[config.mk]
export PLATFORM = sky130hd
export DESIGN_NAME = if_stage
export DESIGN_NICKNAME = d
export VERILOG_FILES = /design/src/rtl/if_stage.sv
export SDC_FILE = /design/constraint.sdc
export NUM_CORES = 1
export LEC_CHECK = 0
export CAP_MARGIN = 20
export CORE_AREA = 3 3 147 149
export CTS_CLUSTER_DIAMETER = 50
export DETAILED_ROUTE_END_ITERATION = 10
export DIE_AREA = 0 0 150 152
export HOLD_SLACK_MARGIN = 0.06
export PLACE_DENSITY = 0.78
export SLEW_MARGIN = 20
export SYNTH_ARGS = -nofsm -noshare
export SYNTH_HDL_FRONTEND = slang
export SYNTH_SLANG_ARGS = --single-unit
[constraint.sdc]
create_clock -name clk -period 4.8 [get_ports clk]
set_input_delay 0.96 -clock clk [delete_from_list [all_inputs] [get_ports clk]]
set_output_delay 0.96 -clock clk [all_outputs]
set_load 0.02 [all_outputs]
[src/rtl/if_stage.sv]
// if_stage: instruction fetch stage that owns the PC, fetches words from imem and buffers them with their PCs for decode
// Ports:
//   clk, rst                        clock, asynchronous active-high reset
//   imem_req_valid/ready/addr       in-order word fetch requests
//   imem_rsp_valid/data             in-order responses, one per accepted request
//   redirect_en/redirect_pc         control-flow redirect from execute
//   id_valid/ready, id_inst/pc/pc4  instruction bundle handed to decode
module if_stage #(
    parameter logic [31:0] RESET_PC = 32'h0000_0000,
    parameter int          DEPTH    = 2
) (
    input  logic        clk,
    input  logic        rst,
    output logic        imem_req_valid,
    input  logic        imem_req_ready,
    output logic [31:0] imem_req_addr,
    input  logic        imem_rsp_valid,
    input  logic [31:0] imem_rsp_data,
    input  logic        redirect_en,
    input  logic [31:0] redirect_pc,
    output logic        id_valid,
    input  logic        id_ready,
    output logic [31:0] id_inst,
    output logic [31:0] id_pc,
    output logic [31:0] id_pc4
);
    localparam int AW = $clog2(DEPTH);
    localparam int CW = AW + 1;
    localparam logic [CW:0] LIMIT = (CW+1)'(DEPTH);

    typedef enum logic {RUN, FLUSH} state_t;

    state_t        r_state;
    logic [31:0]   r_pc;
    logic [CW-1:0] r_out, r_cnt, r_drop;
    logic [AW-1:0] r_tag_wr, r_tag_rd, r_wr, r_rd;
    logic [31:0]   r_tag  [DEPTH];
    logic [31:0]   r_inst [DEPTH];
    logic [31:0]   r_ipc  [DEPTH];

    logic          w_can_req, w_req, w_rsp, w_pop;
    logic [CW:0]   w_used;
    logic [CW-1:0] w_drop_nx;

    // credits count both in-flight requests and buffered instructions, so the FIFO can never overflow
    assign w_used         = {1'b0, r_out} + {1'b0, r_cnt};
    assign w_can_req      = (r_state == RUN) && !redirect_en && (w_used < LIMIT);
    // state reads RUN while reset is held, so the request is gated by rst directly
    assign imem_req_valid = !rst && w_can_req;
    assign imem_req_addr  = r_pc;
    assign w_req          = w_can_req && imem_req_ready;
    assign w_rsp          = imem_rsp_valid && (r_state == RUN);
    assign id_valid       = (r_cnt != '0);
    assign w_pop          = id_valid && id_ready;
    // every response still owed becomes a drop; a response arriving in the redirect cycle is itself dropped
    assign w_drop_nx      = r_drop + r_out - CW'(imem_rsp_valid);
    // an empty FIFO presents zeros so reset and redirect leave clean outputs
    assign id_inst        = id_valid ? r_inst[r_rd] : 32'h0;
    assign id_pc          = id_valid ? r_ipc[r_rd] : 32'h0;
    assign id_pc4         = id_valid ? r_ipc[r_rd] + 32'd4 : 32'h0;

    always_ff @(posedge clk or posedge rst) begin
        if (rst) begin
            r_state  <= RUN;
            r_pc     <= RESET_PC;
            r_out    <= '0;
            r_cnt    <= '0;
            r_drop   <= '0;
            r_tag_wr <= '0;
            r_tag_rd <= '0;
            r_wr     <= '0;
            r_rd     <= '0;
        end else if (redirect_en) begin
            r_pc     <= redirect_pc & ~32'd3;
            r_out    <= '0;
            r_cnt    <= '0;
            r_drop   <= w_drop_nx;
            r_state  <= (w_drop_nx != '0) ? FLUSH : RUN;
            r_tag_wr <= '0;
            r_tag_rd <= '0;
            r_wr     <= '0;
            r_rd     <= '0;
        end else begin
            if (w_req) begin
                r_pc     <= r_pc + 32'd4;
                r_tag_wr <= r_tag_wr + 1'b1;
            end
            if (w_rsp) begin
                r_tag_rd <= r_tag_rd + 1'b1;
                r_wr     <= r_wr + 1'b1;
            end
            if (w_pop)
                r_rd <= r_rd + 1'b1;
            r_out <= r_out + CW'(w_req) - CW'(w_rsp);
            r_cnt <= r_cnt + CW'(w_rsp) - CW'(w_pop);
            if (r_state == FLUSH && imem_rsp_valid) begin
                r_drop  <= r_drop - 1'b1;
                r_state <= (r_drop == CW'(1)) ? RUN : FLUSH;
            end
        end
    end

    // storage needs no reset: occupancy is tracked by the counters above
    always_ff @(posedge clk) begin
        if (w_req)
            r_tag[r_tag_wr] <= r_pc;
        if (w_rsp) begin
            r_inst[r_wr] <= imem_rsp_data;
            r_ipc[r_wr]  <= r_tag[r_tag_rd];
        end
    end
endmodule
==> impl_metrics.py <==
metrics = {
    "critical_path": {
        "cp_peak_stage_delay_ns": 0.58,
        "cpLargestDelayFamily": "simple AND/OR/NAND/NOR gates",
        "cp_common_cell": "mux2_2",
        "critical_path_class": "reg2out",
        "crit_path_max_fanout": 20,
        "startpoint_class": "flop",
        "crit_arrival_ns": 3.59,
        "cpMaxStageDelayCell": "dfrtp_4",
        "worst_setup_path_end_kind": "primary output",
        "crit_buf_inv": 1,
        "crit_chain": "mux2_2 -> ha_1 -> nand4b_1 -> a22oi_2 -> nand4_4 -> nor3_1 -> mux2_2 -> clkdlybuf4s50_1",
        "worst_path_required_ns": 3.84,
    },
    "sta": {
        "total_count_of_hold_check_failures_in_the_final_report": 0,
        "report.final.setup_viol": 0,
        "maxSlewViolCount": 0,
        "finClkSkew_ns": 0.0137,
        "post-route-period-util_pct": 94.9,
        "worst_slack_ns": 0.245,
        "timing.fmax_ghz": 0.220,
        "tightest_slew_ns": 0.982,
        "tns_ns": 0,
        "timing.max_slew.rel_slack_pct": 34.3,
        "fin_crit_ns": 4.55,
        "rsz_0062_raised_after_global_routing": "no",
    },
    "drt": {
        "routedWlPerCell_um": 18.1,
        "drt.antenna.violating_nets": 0,
        "route.detailed.vias_per_inst": 5.53,
        "drt-pass1-iter-count": 5,
        "vias": 7118,
        "drt_drc_violations_left": 0,
        "drt_iter0_drc": 466,
        "drt-total-wl_um": 23200,
    },
    "logic_synthesis": {
        "synthFlopType": "edfxtp_1",
        "synth-seq-cells": 225,
        "synth.avg_cell_area_sq_um": 12.9,
        "gate_count_after_technology_mapping": 806,
        "synthDistinctLibCells": 58,
        "ys.warnings.count": 0,
        "synth-async-reset-ratio_pct": 18.2,
        "netlist_area_sq_mm": 0.0104,
        "synth_sequential_area_ratio_pct": 62.9,
        "synth_edf_count": 184,
    },
    "die": {
        "initial_utilization_pct": 51.3,
        "chipHeight_um": 152,
        "fp.coreArea_sq_mm": 0.0203,
        "chipWidth_um": 150,
        "dieArea_sq_mm": 0.0228,
        "placement_rows": 52,
        "boundaryPins": 200,
    },
    "global_route": {
        "largest_net_degree_at_the_start_of_global_routing": 80,
        "grt_remaining_overflow": 0,
        "grt_pass1_wl_um": 37000,
        "number_of_global_route_vias_before_repair": 6924,
        "grt_usage_pct": 20.0,
        "grt_antenna_before_repair": 0,
    },
    "placement": {
        "place_congestion": 0.857,
        "post-place-ws_ns": 0.420,
        "placement.io_buffers": 191,
        "dp.final_hpwl_um": 16000,
    },
    "clock_tree": {
        "h-tree-depth": 1,
        "clock_path_buffers": 3,
        "cts_post_setup_buffers_inserted": 0,
        "cts_tree": "done",
        "clock_latency_ns": 0.51,
        "number_of_clock_sinks": 225,
        "clk_transition_reported_paths_ns": 0.06,
        "cts_made_buffers": 25,
        "clock_root_buffer": "clkbuf_16",
    },
    "min_path": {
        "hold_path.class": "reg2reg",
    },
    "power_and_ir_drop": {
        "worst_ir_drop_vdd_mv": 0.377,
        "power.leakage_nw": 4.58,
        "power_density_mw_per_mm2": 558,
    },
    "outcome": {
        "run_status": "finished, final reports clean",
    },
    "run": {
        "max_cap_violations": 0,
    },
    "finish": {
        "sequential_cell_area_sq_mm": 0.00656,
        "layout-drive-gt1-share_pct": 10.8,
        "final_nets": 1078,
        "layout-area-overhead-vs-synth_pct": 28.9,
        "finish.utilization_pct": 66.1,
        "diode_count": 0,
        "nFillCells": 1482,
        "multi_input_comb_area_sq_mm": 0.00361,
    },
}
## per-layer routing
metal  GRT usage, %  part of all wire [%]  wire length [um]
met5              0                     0                 0
met4           4.66                   2.2               506
met3           5.42                   9.2              2150
met2           30.5                    45             10500
met1           28.8                    43             10100
## worst paths after layout
check,startpoint,to,slack (ns),cells after the start
worst max-delay path,r_rd,id_pc4[18],0.25,8
worst min-delay path,r_tag[0][29],r_ipc[0][29],0.56,1
worst max register to register,r_cnt[0],r_out[1],1.87,10
worst min register to register,r_tag[0][29],r_ipc[0][29],0.56,1
max in group asynchronous,rst,r_rd,3.32,3
min in group asynchronous,rst,imem_req_addr[2],1.05,3
## cells in the mapped netlist (2+ instances only)
cell      number  area share [%]
nand4b_1       8            0.67
inv_1         16            0.58
buf_2          6            0.29
o21ai_0       32             1.5
nand3b_1       8            0.58
nor2_1        92             3.3
dfrtp_1       41             9.9
mux2i_1       60             5.8
a221o_1        7            0.67
buf_4         12            0.87
nor4_1         8            0.48
and2_1        14            0.84
o31a_1         5            0.42
nor4_2         2            0.24
a32o_1         2            0.19
clkbuf_1      16            0.58
edfxtp_1     184              53
buf_6          3            0.32
o211ai_1       5            0.36
nand3_1       35             1.7
nor3b_1        5            0.36
nor2b_1        8            0.48
a41oi_1        2            0.17
a22oi_1        6            0.43
buf_1          6            0.22
nand4_1       19             1.1
o311ai_0      11            0.93
ha_1           9             1.1
o31ai_1        4            0.29
and3_1         6            0.36
a21oi_1       11            0.53
nand3_2        2            0.19
mux2_2        35             3.8
nand4_2        4            0.48
xnor2_1       20             1.7
xor2_1         4            0.34
nand2b_1       4            0.24
or4_1          2            0.14
nand2_1       63             2.3
nor3_1        11            0.53
## state kept, by name, summed over array words and instances, names as in the netlist
name           count
r_inst            64
r_out              2
r_wr               1
r_cnt              2
imem_req_addr     30
r_tag_rd           1
r_tag             60
r_rd               1
r_tag_wr           1
r_state            1
r_drop             2
r_ipc             60
## cell families (layout without fill, tap and decap cells)
kind of cell | after synthesis | in the layout | synth area share (%)
compound gates | 96 | 96 | 6.76
fa+ha+maj | 10 | 10 | 1.27
other cells | 1 | 6 | 0.0360
xor+xnor | 24 | 24 | 2.02
mux | 96 | 96 | 9.66
flops | 225 | 225 | 62.9
simple gates | 294 | 294 | 14.4
buf+inv | 60 | 265 | 2.88
## layout make-up
class                   count  area share, %
well taps                 270           2.52
clock buffers              29           4.85
flip-flops and latches    225           48.9
inverters                  17          0.476
clock inverters            16           1.41
repair buffers            203           15.0
multi-input cells         526           26.9
## layout by cell type (no fill, tap or decap), drive strengths merged, types with 12 or more instances in the layout
master,count
dfrtp,41
nor2,92
nand4,23
nor3,12
nand3,38
mux2i,60
inv,18
xnor2,20
and2,14
mux2,36
clkdlybuf4s50,190
clkbuf,29
edfxtp,184
o21ai,33
buf,13
a21oi,12
nand2,63
## worst register-to-register path, cell delays in order, from the launching register on
cell     delay, ns
dfrtp_1       0.42
and2_1        0.17
fa_1          0.46
nor4_1        0.33
and2_1        0.35
inv_2         0.27
ha_1          0.36
inv_1         0.04
ha_1          0.17
xnor2_1       0.16
nor2_1        0.06
## where the power goes
group	internal (W)	leakage (nW)	switching, W
Combinational	0.00129	2.00	0.00166
Clock	0.00114	0.397	0.000751
Sequential	0.00244	2.18	0.000214
## what timing repair did
action	4_1_cts	5_1_grt
endpoints found under the setup margin	2	2
gates resized for setup	1	2
hold buffers	0	0
## stage by stage
stage               cells  cell area, sq um  total power (W)  hold slack (ns)
floorplan             811             10400          0.00440            0.524
global placement     1241             12600          0.00560            0.547
detailed placement   1241             12600          0.00564            0.550
CTS                  1286             13400          0.00755            0.559
global route         1286             13400          0.00788            0.579
finish               1286             13400          0.00749            0.557
Power figures use the tool's default switching activity.
